## config.mk

```make
export PLATFORM = sky130hd
export DESIGN_NAME = dff_rst_gen_flat
export DESIGN_NICKNAME = d
export VERILOG_FILES = /design/src/rtl/dff_rst_gen_if.sv /design/src/rtl/dff_rst_gen.sv /design/src/flat_wrapper.sv
export SDC_FILE = /design/constraint.sdc
export NUM_CORES = 1
export LEC_CHECK = 0
export BUFFER_PORTS_ARGS = -buffer_cell sky130_fd_sc_hd__buf_4
export CAP_MARGIN = 20
export CORE_MARGIN = 2
export CORE_UTILIZATION = 52
export DETAILED_ROUTE_END_ITERATION = 8
export GPL_ROUTABILITY_DRIVEN = 0
export GPL_TIMING_DRIVEN = 1
export PLACE_DENSITY = 0.76
export SLEW_MARGIN = 20
export SYNTH_ARGS = -nofsm -noshare
export SYNTH_HDL_FRONTEND = slang
export SYNTH_SLANG_ARGS = --single-unit
```

## constraint.sdc

```tcl
create_clock -name clk -period 1.7 [get_ports clk]
set_input_delay 0.17 -clock clk [delete_from_list [all_inputs] [get_ports clk]]
set_output_delay 0.17 -clock clk [all_outputs]
set_load 0.02 [all_outputs]
```

## src/rtl/dff_rst_gen_if.sv

```systemverilog
// Reset generator status/request bundle: soft reset request in,
// sequenced active-low domain resets and status out.
//   master (generator): sw_rst_req in; rstn_out, rst_done, busy out
//   slave  (consumer) : sw_rst_req out; rstn_out, rst_done, busy in
interface dff_rst_gen_if #(
    parameter int NUM_OUT = 4
);
    logic               sw_rst_req;
    logic [NUM_OUT-1:0] rstn_out;
    logic               rst_done;
    logic               busy;

    modport master (
        input  sw_rst_req,
        output rstn_out,
        output rst_done,
        output busy
    );

    modport slave (
        output sw_rst_req,
        input  rstn_out,
        input  rst_done,
        input  busy
    );
endinterface

```

## src/rtl/dff_rst_gen.sv

```systemverilog
// Reset generator: async-assert, sync staggered-release domain resets.
// Ports: clk, rstn (async active-low), rst_if (master): sw_rst_req in;
//        rstn_out[NUM_OUT], rst_done, busy out (all registered).
module dff_rst_gen #(
    parameter int SYNC_STAGES = 2,
    parameter int HOLD_CYCLES = 16,
    parameter int STEP_CYCLES = 4,
    parameter int NUM_OUT     = 4
) (
    input  logic          clk,
    input  logic          rstn,
    dff_rst_gen_if.master rst_if
);
    localparam int HW = (HOLD_CYCLES > 1) ? $clog2(HOLD_CYCLES) : 1;
    localparam int SW = (STEP_CYCLES > 1) ? $clog2(STEP_CYCLES) : 1;
    localparam int IW = (NUM_OUT > 1) ? $clog2(NUM_OUT) : 1;

    localparam logic [HW-1:0] HOLD_LOAD = HW'(HOLD_CYCLES - 1);
    localparam logic [SW-1:0] STEP_LOAD = SW'(STEP_CYCLES - 1);
    localparam logic [IW-1:0] LAST_IDX  = IW'(NUM_OUT - 1);

    typedef enum logic [1:0] {
        SYNC,
        HOLD,
        RELEASE,
        RUN
    } state_t;

    // Deassertion synchronizer; kept as discrete flops so the
    // metastability chain is never retimed or merged.
    (* async_reg = "true", dont_touch = "true" *)
    logic [SYNC_STAGES-1:0] sync_q;
    logic                   rstn_sync;

    state_t             state_q, state_d;
    logic [HW-1:0]      hold_q, hold_d;
    logic [SW-1:0]      step_q, step_d;
    logic [IW-1:0]      idx_q, idx_d;
    logic [NUM_OUT-1:0] ro_q, ro_d;
    logic               done_q, done_d;
    logic               busy_q, busy_d;

    always_ff @(posedge clk or negedge rstn) begin
        if (!rstn) begin
            sync_q <= '0;
        end else begin
            sync_q <= {sync_q[SYNC_STAGES-2:0], 1'b1};
        end
    end

    assign rstn_sync = sync_q[SYNC_STAGES-1];

    always_ff @(posedge clk or negedge rstn) begin
        if (!rstn) begin
            state_q <= SYNC;
            hold_q  <= '0;
            step_q  <= '0;
            idx_q   <= '0;
            ro_q    <= '0;
            done_q  <= 1'b0;
            busy_q  <= 1'b1;
        end else begin
            state_q <= state_d;
            hold_q  <= hold_d;
            step_q  <= step_d;
            idx_q   <= idx_d;
            ro_q    <= ro_d;
            done_q  <= done_d;
            busy_q  <= busy_d;
        end
    end

    always_comb begin
        state_d = state_q;
        hold_d  = hold_q;
        step_d  = step_q;
        idx_d   = idx_q;
        ro_d    = ro_q;

        unique case (state_q)
            SYNC: begin
                if (rstn_sync) begin
                    state_d = HOLD;
                    hold_d  = HOLD_LOAD;
                end
            end
            HOLD: begin
                if (hold_q == '0) begin
                    ro_d[0] = 1'b1;
                    if (NUM_OUT == 1) begin
                        state_d = RUN;
                    end else begin
                        state_d = RELEASE;
                        idx_d   = IW'(1);
                        step_d  = STEP_LOAD;
                    end
                end else begin
                    hold_d = hold_q - 1'b1;
                end
            end
            RELEASE: begin
                if (step_q == '0) begin
                    ro_d[idx_q] = 1'b1;
                    if (idx_q == LAST_IDX) begin
                        state_d = RUN;
                    end else begin
                        idx_d  = idx_q + 1'b1;
                        step_d = STEP_LOAD;
                    end
                end else begin
                    step_d = step_q - 1'b1;
                end
            end
            RUN: begin
                ro_d = '1;
            end
            default: begin
                state_d = SYNC;
            end
        endcase

        // Soft reset wins over any release due on the same edge.
        if (state_q != SYNC && rst_if.sw_rst_req) begin
            ro_d    = '0;
            state_d = HOLD;
            hold_d  = HOLD_LOAD;
            idx_d   = '0;
        end

        done_d = (state_d == RUN);
        busy_d = (state_d != RUN);
    end

    assign rst_if.rstn_out = ro_q;
    assign rst_if.rst_done = done_q;
    assign rst_if.busy     = busy_q;
endmodule

```

## src/flat_wrapper.sv

```systemverilog
// flat-port wrapper written by rule: the top's interface ports become plain ports
module dff_rst_gen_flat 
#(
    parameter int SYNC_STAGES = 2,
    parameter int HOLD_CYCLES = 16,
    parameter int STEP_CYCLES = 4,
    parameter int NUM_OUT     = 4
)
  (clk, rstn, rst_if_sw_rst_req, rst_if_rstn_out, rst_if_rst_done, rst_if_busy);
  dff_rst_gen_if #(.NUM_OUT(NUM_OUT)) rst_if_i ();
  input  logic clk;
  input  logic rstn;
  input wire logic [$bits(rst_if_i.sw_rst_req)-1:0] rst_if_sw_rst_req;
  output wire logic [$bits(rst_if_i.rstn_out)-1:0] rst_if_rstn_out;
  output wire logic [$bits(rst_if_i.rst_done)-1:0] rst_if_rst_done;
  output wire logic [$bits(rst_if_i.busy)-1:0] rst_if_busy;
  assign rst_if_i.sw_rst_req = rst_if_sw_rst_req;
  assign rst_if_rstn_out = rst_if_i.rstn_out;
  assign rst_if_rst_done = rst_if_i.rst_done;
  assign rst_if_busy = rst_if_i.busy;
  dff_rst_gen #(.SYNC_STAGES(SYNC_STAGES), .HOLD_CYCLES(HOLD_CYCLES), .STEP_CYCLES(STEP_CYCLES), .NUM_OUT(NUM_OUT)) u_core (.clk(clk), .rstn(rstn), .rst_if(rst_if_i));
endmodule
```

After elaboration in Yosys (flattened, before gate mapping)
Cells that the tools add are included.
- memory bits (read-only): 0
- memories: 0
- word-level logic and storage cells: 70
- flip-flop bits (word level): 18
- latch bits: 0
- output and inout port bits: 6
- RAM bits: 0
- $lt $le $gt $ge: 2
- mux-type cells: 26
- bitwise gates (word level): 1
- eq/ne operators: 13
- add/subtract/negate cells: 3
- shift-type cells: 0
- reduce and logical (&&, ||, !) cells: 16
- multiply operators: 0
- div/mod/pow operators: 0
- operator list (kind ; number):
    $mux W2 ; 12
    $mux W4 ; 5
    $ne A3 B1 Y1 const B ; 3
    $ne A3 B3 Y1 const B ; 3
    $reduce_and A3 Y1 ; 3
    $reduce_bool A3 Y1 ; 3
    $eq A2 B2 Y1 const B ; 4
    $pmux W2 S2 ; 2
    $pmux W4 S2 ; 1
    $pmux W2 S3 ; 1
    $pmux W3 S2 ; 1
    $logic_not A2 Y1 ; 2
    $logic_not A4 Y1 ; 1
    $or A4 B4 Y4 ; 1
    $reduce_and A4 Y1 ; 1
    $reduce_bool A2 Y1 ; 2
    $reduce_bool A4 Y1 ; 1
    $sub A4 B1 Y4 const B ; 1
    $lt A2 B3 Y1 const B ; 1
    $pmux W1 S3 ; 1
    $add A2 B1 Y2 const B ; 1
    $demux W1 S2 ; 1
    $eq A2 B1 Y1 const B ; 1
    $ge A2 B1 Y1 const B ; 1
    other kinds (6) ; 8

Longest topological paths before layout
- depth after elaboration: 8
- gate-level depth with buffers: 7
- gate-level depth less buffers: 6

Least setup slack after synthesis
No wires, ideal clock.
- path type: register to register
- start point: reg u_core.hold_q[0]
- end point: reg u_core.idx_q[1]
- period minus slack after synthesis: 1.677 ns
- path buffers: 0
- setup slack: 0.023 ns
- data arrival time: 1.557 ns
- stages on the path, launching flop included: 7
- data required time: 1.580 ns
- path through: dfrtp_1 > inv_1 > ha_1 > or3b_4 > a221oi_2 > nor3_1 > a31o_1
- word-level cells in the longest chain between the ends: 3
- ends and longest elaborated chain (item ; RTL line ; text):
    start, declared ; dff_rst_gen.sv:36 ; logic [HW-1:0] hold_q, hold_d;
    start signal, assigned ; dff_rst_gen.sv:64 ; hold_q <= hold_d;
    $logic_not A4 Y1 ; dff_rst_gen.sv:88 ; if (hold_q == '0) begin
    $ne A3 B1 Y1 (no source line) ; n/a ;
    $reduce_and A4 Y1 (no source line) ; n/a ;
    end signal, assigned ; dff_rst_gen.sv:66 ; idx_q <= idx_d;
    end, declared ; dff_rst_gen.sv:38 ; logic [IW-1:0] idx_q, idx_d;
No other way between the ends.
A chain may end at the register's enable or synchronous reset.

Worst setup path after layout
Same ends and word-level chain as after synthesis.

==> results by stage <==
Global route:
- The first-pass GRT wire length is 3808 µm.
- Global routing finished with a remaining overflow of 0.
- For this run, the total global-route usage over all layers was measured as 0.2025.
- The maximum number of pins on one net before global-route repair is 19.
- The initial antenna violation count was 0.
- The number of global-route vias before repair was 848.

Synth:
- The area share of the largest cell type after synthesis is 0.3926.
- The library cell occupying the most area in the post-synthesis netlist is dfrtp_1.
- After synthesis, the cell types taking the most area are dfrtp_1, ha_1, nor2_1.
- The instance count of the mapped netlist is 114.
- Counting every net in the synthesized netlist gives 129.
- After synthesis, the mean cell area works out to 9.505 µm².
- The netlist uses 37 different library cells.
- For this run, the register share of the synthesized area comes to 0.4169.
- The number of synthesized register bits is 18.
- The total standard cell area after synthesis is 0.001084 mm².
- The number of warning messages in the yosys log is 0.

Place:
- The quantity of I/O buffers inserted on ports is 8.
- Counting tap cells, the placed design contains a total of 157 instances.
- The wire-length estimate of the detail-placed layout is 1624 µm.
- The placed instances occupy a cell area of 0.001231 mm².

Hold path:
- The tightest min-delay check is of the in2async type.

STA:
- The total negative slack for setup checks is 0 ns.
- The minimum clock period after layout is 1.683 ns.
- Dividing the final minimum period by the clock period gives 0.9901.
- Setup repair after global routing could not meet its margin everywhere.
- Setup violations remaining at the end of the flow were counted as 0.
- The worst hold slack is 0.2571 ns.
- The final count of pins violating max slew came to 0.
- The count of final hold-check violations is 0.
- The maximum clock skew at final layout is 0.004697 ns.
- The top achievable clock speed is 594.1 MHz.

Drt:
- The post-detailed-route via-to-cell ratio is 5.344.
- The routed design uses 45 µm of met3 wire.
- The average wire per cell in the routed design is 13.53 µm.
- The total length of routed wires is 2205 µm.
- For this block, the via count after detailed routing is 871.
- After detailed routing, the number of remaining DRC violations is 0.
- In this run, the number of DRC markers left after iteration 0 of detailed routing was 26.
- The top metal layer carrying routed signals is met4.
- The remaining antenna violation count after routing is 0.
- The met2 routed wirelength is 1062 µm.
- The first TritonRoute pass finished after 4 iterations.
- For this block, wires on met1 add up to 1057 µm.

Floorplan:
- 9 I/O pins were placed.
- The die is 49.65 µm wide.
- The total core area is 0.001962 mm².
- The height of the die is 49.65 µm.
- The die outline area is 0.002465 mm².
- The cell row count is 16.
- For this configuration, the core starts out at a cell density of 0.5523.

Final layout:
- The signed area change from the synthesized netlist to the final layout is 21.94%.
- After the last flow step, the layout net total stands at 152.
- 0 antenna diodes ended up in the layout.
- The finished layout cell area is 0.001321 mm².
- Summing all flip-flop and latch instances after layout gives 451.7 µm².
- The finished layout holds 163 standard cells, fillers aside.
- The multi-input combinational cell area is 594.3 µm².
- The number of fill cells in the layout is 169.
- The share of cells above drive strength 1 is 0.3088.

Worst setup path:
- STA classifies the critical path startpoint as a flip-flop.
- The arrival time of data at the critical path endpoint is 1.89 ns.
- The endpoint identified for the worst register-to-register timing path is u_core.idx_q[1].
- The worst setup path is captured at a flip-flop.
- The largest fanout of any net on the critical path is 4.
- The source of the worst register-to-register timing path is u_core.hold_q[0].
- The internal reg-to-reg setup slack is 0.02 ns.
- The timing endpoint of the critical path is u_core.idx_q[1].
- The data required time at the worst endpoint is 1.91 ns.
- The origin of the worst setup path is u_core.hold_q[0].
- The number of cells on the worst reg-to-reg path is 6.
- The critical path in this run is classified as reg2reg.

Clocking:
- The deepest clock path buffer count is 2.
- TritonCTS built the clock tree.
- The total number of clock tree sinks is 18.
- TritonCTS created 3 clock buffers.
- In this run the number of H-tree levels came out at 1.
- The latest clock arrival within the worst-skew pair is 0.30 ns.
- The clock tree root driver cell is clkbuf_4.
- Clock-pin slew was measured on the worst setup and hold paths at 0.11 ns.

Power:
- The total power draw is 1.235 mW.
- VDD sags by at most 0.0007056 V.
- Power spread over the standard cell area amounts to 934.5 mW/mm².
- The leakage dissipation is 0.6463 nW.

Run:
- The tool flagged a number of max-cap violations equal to 0.

Run status:
- The run finished with clean final reports.
==> report_power, final <==
part	total (mW)	switching (mW)	internal (mW)
logic	0.427	0.221	0.206
clock network	0.273	0.142	0.131
registers	0.534	0.0467	0.488
total	1.23	0.410	0.825
==> placed cells by master, fill, tap and decap left out, types with 2 or more instances in the layout <==
cell	count
buf_4	20
inv_1	9
ha_2	3
dfrtp_1	17
nor2_1	15
ha_1	8
nand3_1	6
a21oi_1	9
inv_2	3
o21ai_0	4
nand2b_1	2
clkbuf_4	3
nand2_1	6
==> through the flow <==
stage          utilization  setup WS, ns
2_1_floorplan            -       0.02346
3_3_place_gp        0.6276      0.004841
3_5_place_dp        0.6276      -0.04158
4_1_cts             0.6658       0.01332
5_1_grt             0.6735      -0.05402
6_report            0.6735       0.01682
==> state kept, by name (all words and copies together), names as in the netlist <==
signal                  count
u_core.hold_q               4
u_core.idx_q                2
u_core.rst_if.busy          1
u_core.rst_if.rst_done      1
u_core.rst_if.rstn_out      4
u_core.state_q              2
u_core.step_q               2
u_core.sync_q               2
==> cell usage after synthesis <==
cell       number
buf_6           1
a221oi_2        1
dfrtp_1        17
o41ai_1         1
nor4_1          1
a21boi_0        1
or2_2           1
a21o_2          1
nand3_1         6
or2b_2          1
nor2_1         15
o21ai_0         4
clkbuf_8        1
inv_1          12
nor3b_1         1
a22oi_1         1
clkbuf_1        1
conb_1          1
o22ai_1         1
or3b_4          1
and4b_1         1
o221a_2         1
o2111ai_1       1
o31a_1          1
a21o_1          1
dfstp_2         1
o2bb2ai_1       1
a21oi_1        10
a21oi_4         1
nand2_1         6
nand2b_1        2
a41oi_1         1
a31o_1          1
nor2b_1         2
nor3_1          2
ha_1           12
o31ai_1         1
==> worst min-delay path by stage <==
stage	endpoint	slack (ns)	cells after the start	startpoint
after floorplan	u_core.hold_q[0]	-0.13	0	rstn
after global placement	u_core.step_q[0]	0.05	1	rstn
after detailed placement	u_core.step_q[0]	0.05	1	rstn
after CTS	u_core.step_q[0]	0.26	2	rstn
after global routing	u_core.step_q[1]	0.29	2	rstn
final	u_core.step_q[0]	0.26	2	rstn
==> cells by family after synthesis <==
kind of cell / count (synthesis) / share of synthesized area
flip-flops: 18 / 0.4169
AND/OR/NAND/NOR: 39 / 0.1790
adder cells (fa/ha/maj): 12 / 0.1386
other: 1 / 0.003461
buffers and inverters: 15 / 0.06812
AO/OA/AOI/OAI: 29 / 0.1940
==> critical path: stages, from the launching register on <==
cell,delay (ns)
dfrtp_1,0.40
inv_2,0.08
ha_4,0.14
or3b_4,0.42
a221oi_2,0.30
nor3_1,0.07
a31o_1,0.18
==> layer usage <==
metal | vias to the layer above | GRT usage
met5 | - | 0
met4 | 0 | 0.08333
met3 | 5 | 0.01818
li1 | 438 | -
met2 | 13 | 0.3311
met1 | 415 | 0.2749
==> repair_timing <==
action | 4_1_cts | 5_1_grt
resized for setup | 6 | 6
hold endpoints to repair | 18 | 0
setup buffers | 1 | 0
pin swaps | 3 | 1
endpoints found under the setup margin | 6 | 9
hold buffers | 1 | 0
==> final cells by class <==
class | instances | area share
multi-input cells | 81 | 0.4498
flip-flops and latches | 18 | 0.3419
repair buffers | 21 | 0.1212
inverters | 12 | 0.03409
clock buffers | 4 | 0.02746
well taps | 27 | 0.02557
No activity file was read; power rests on OpenSTA's default activity.
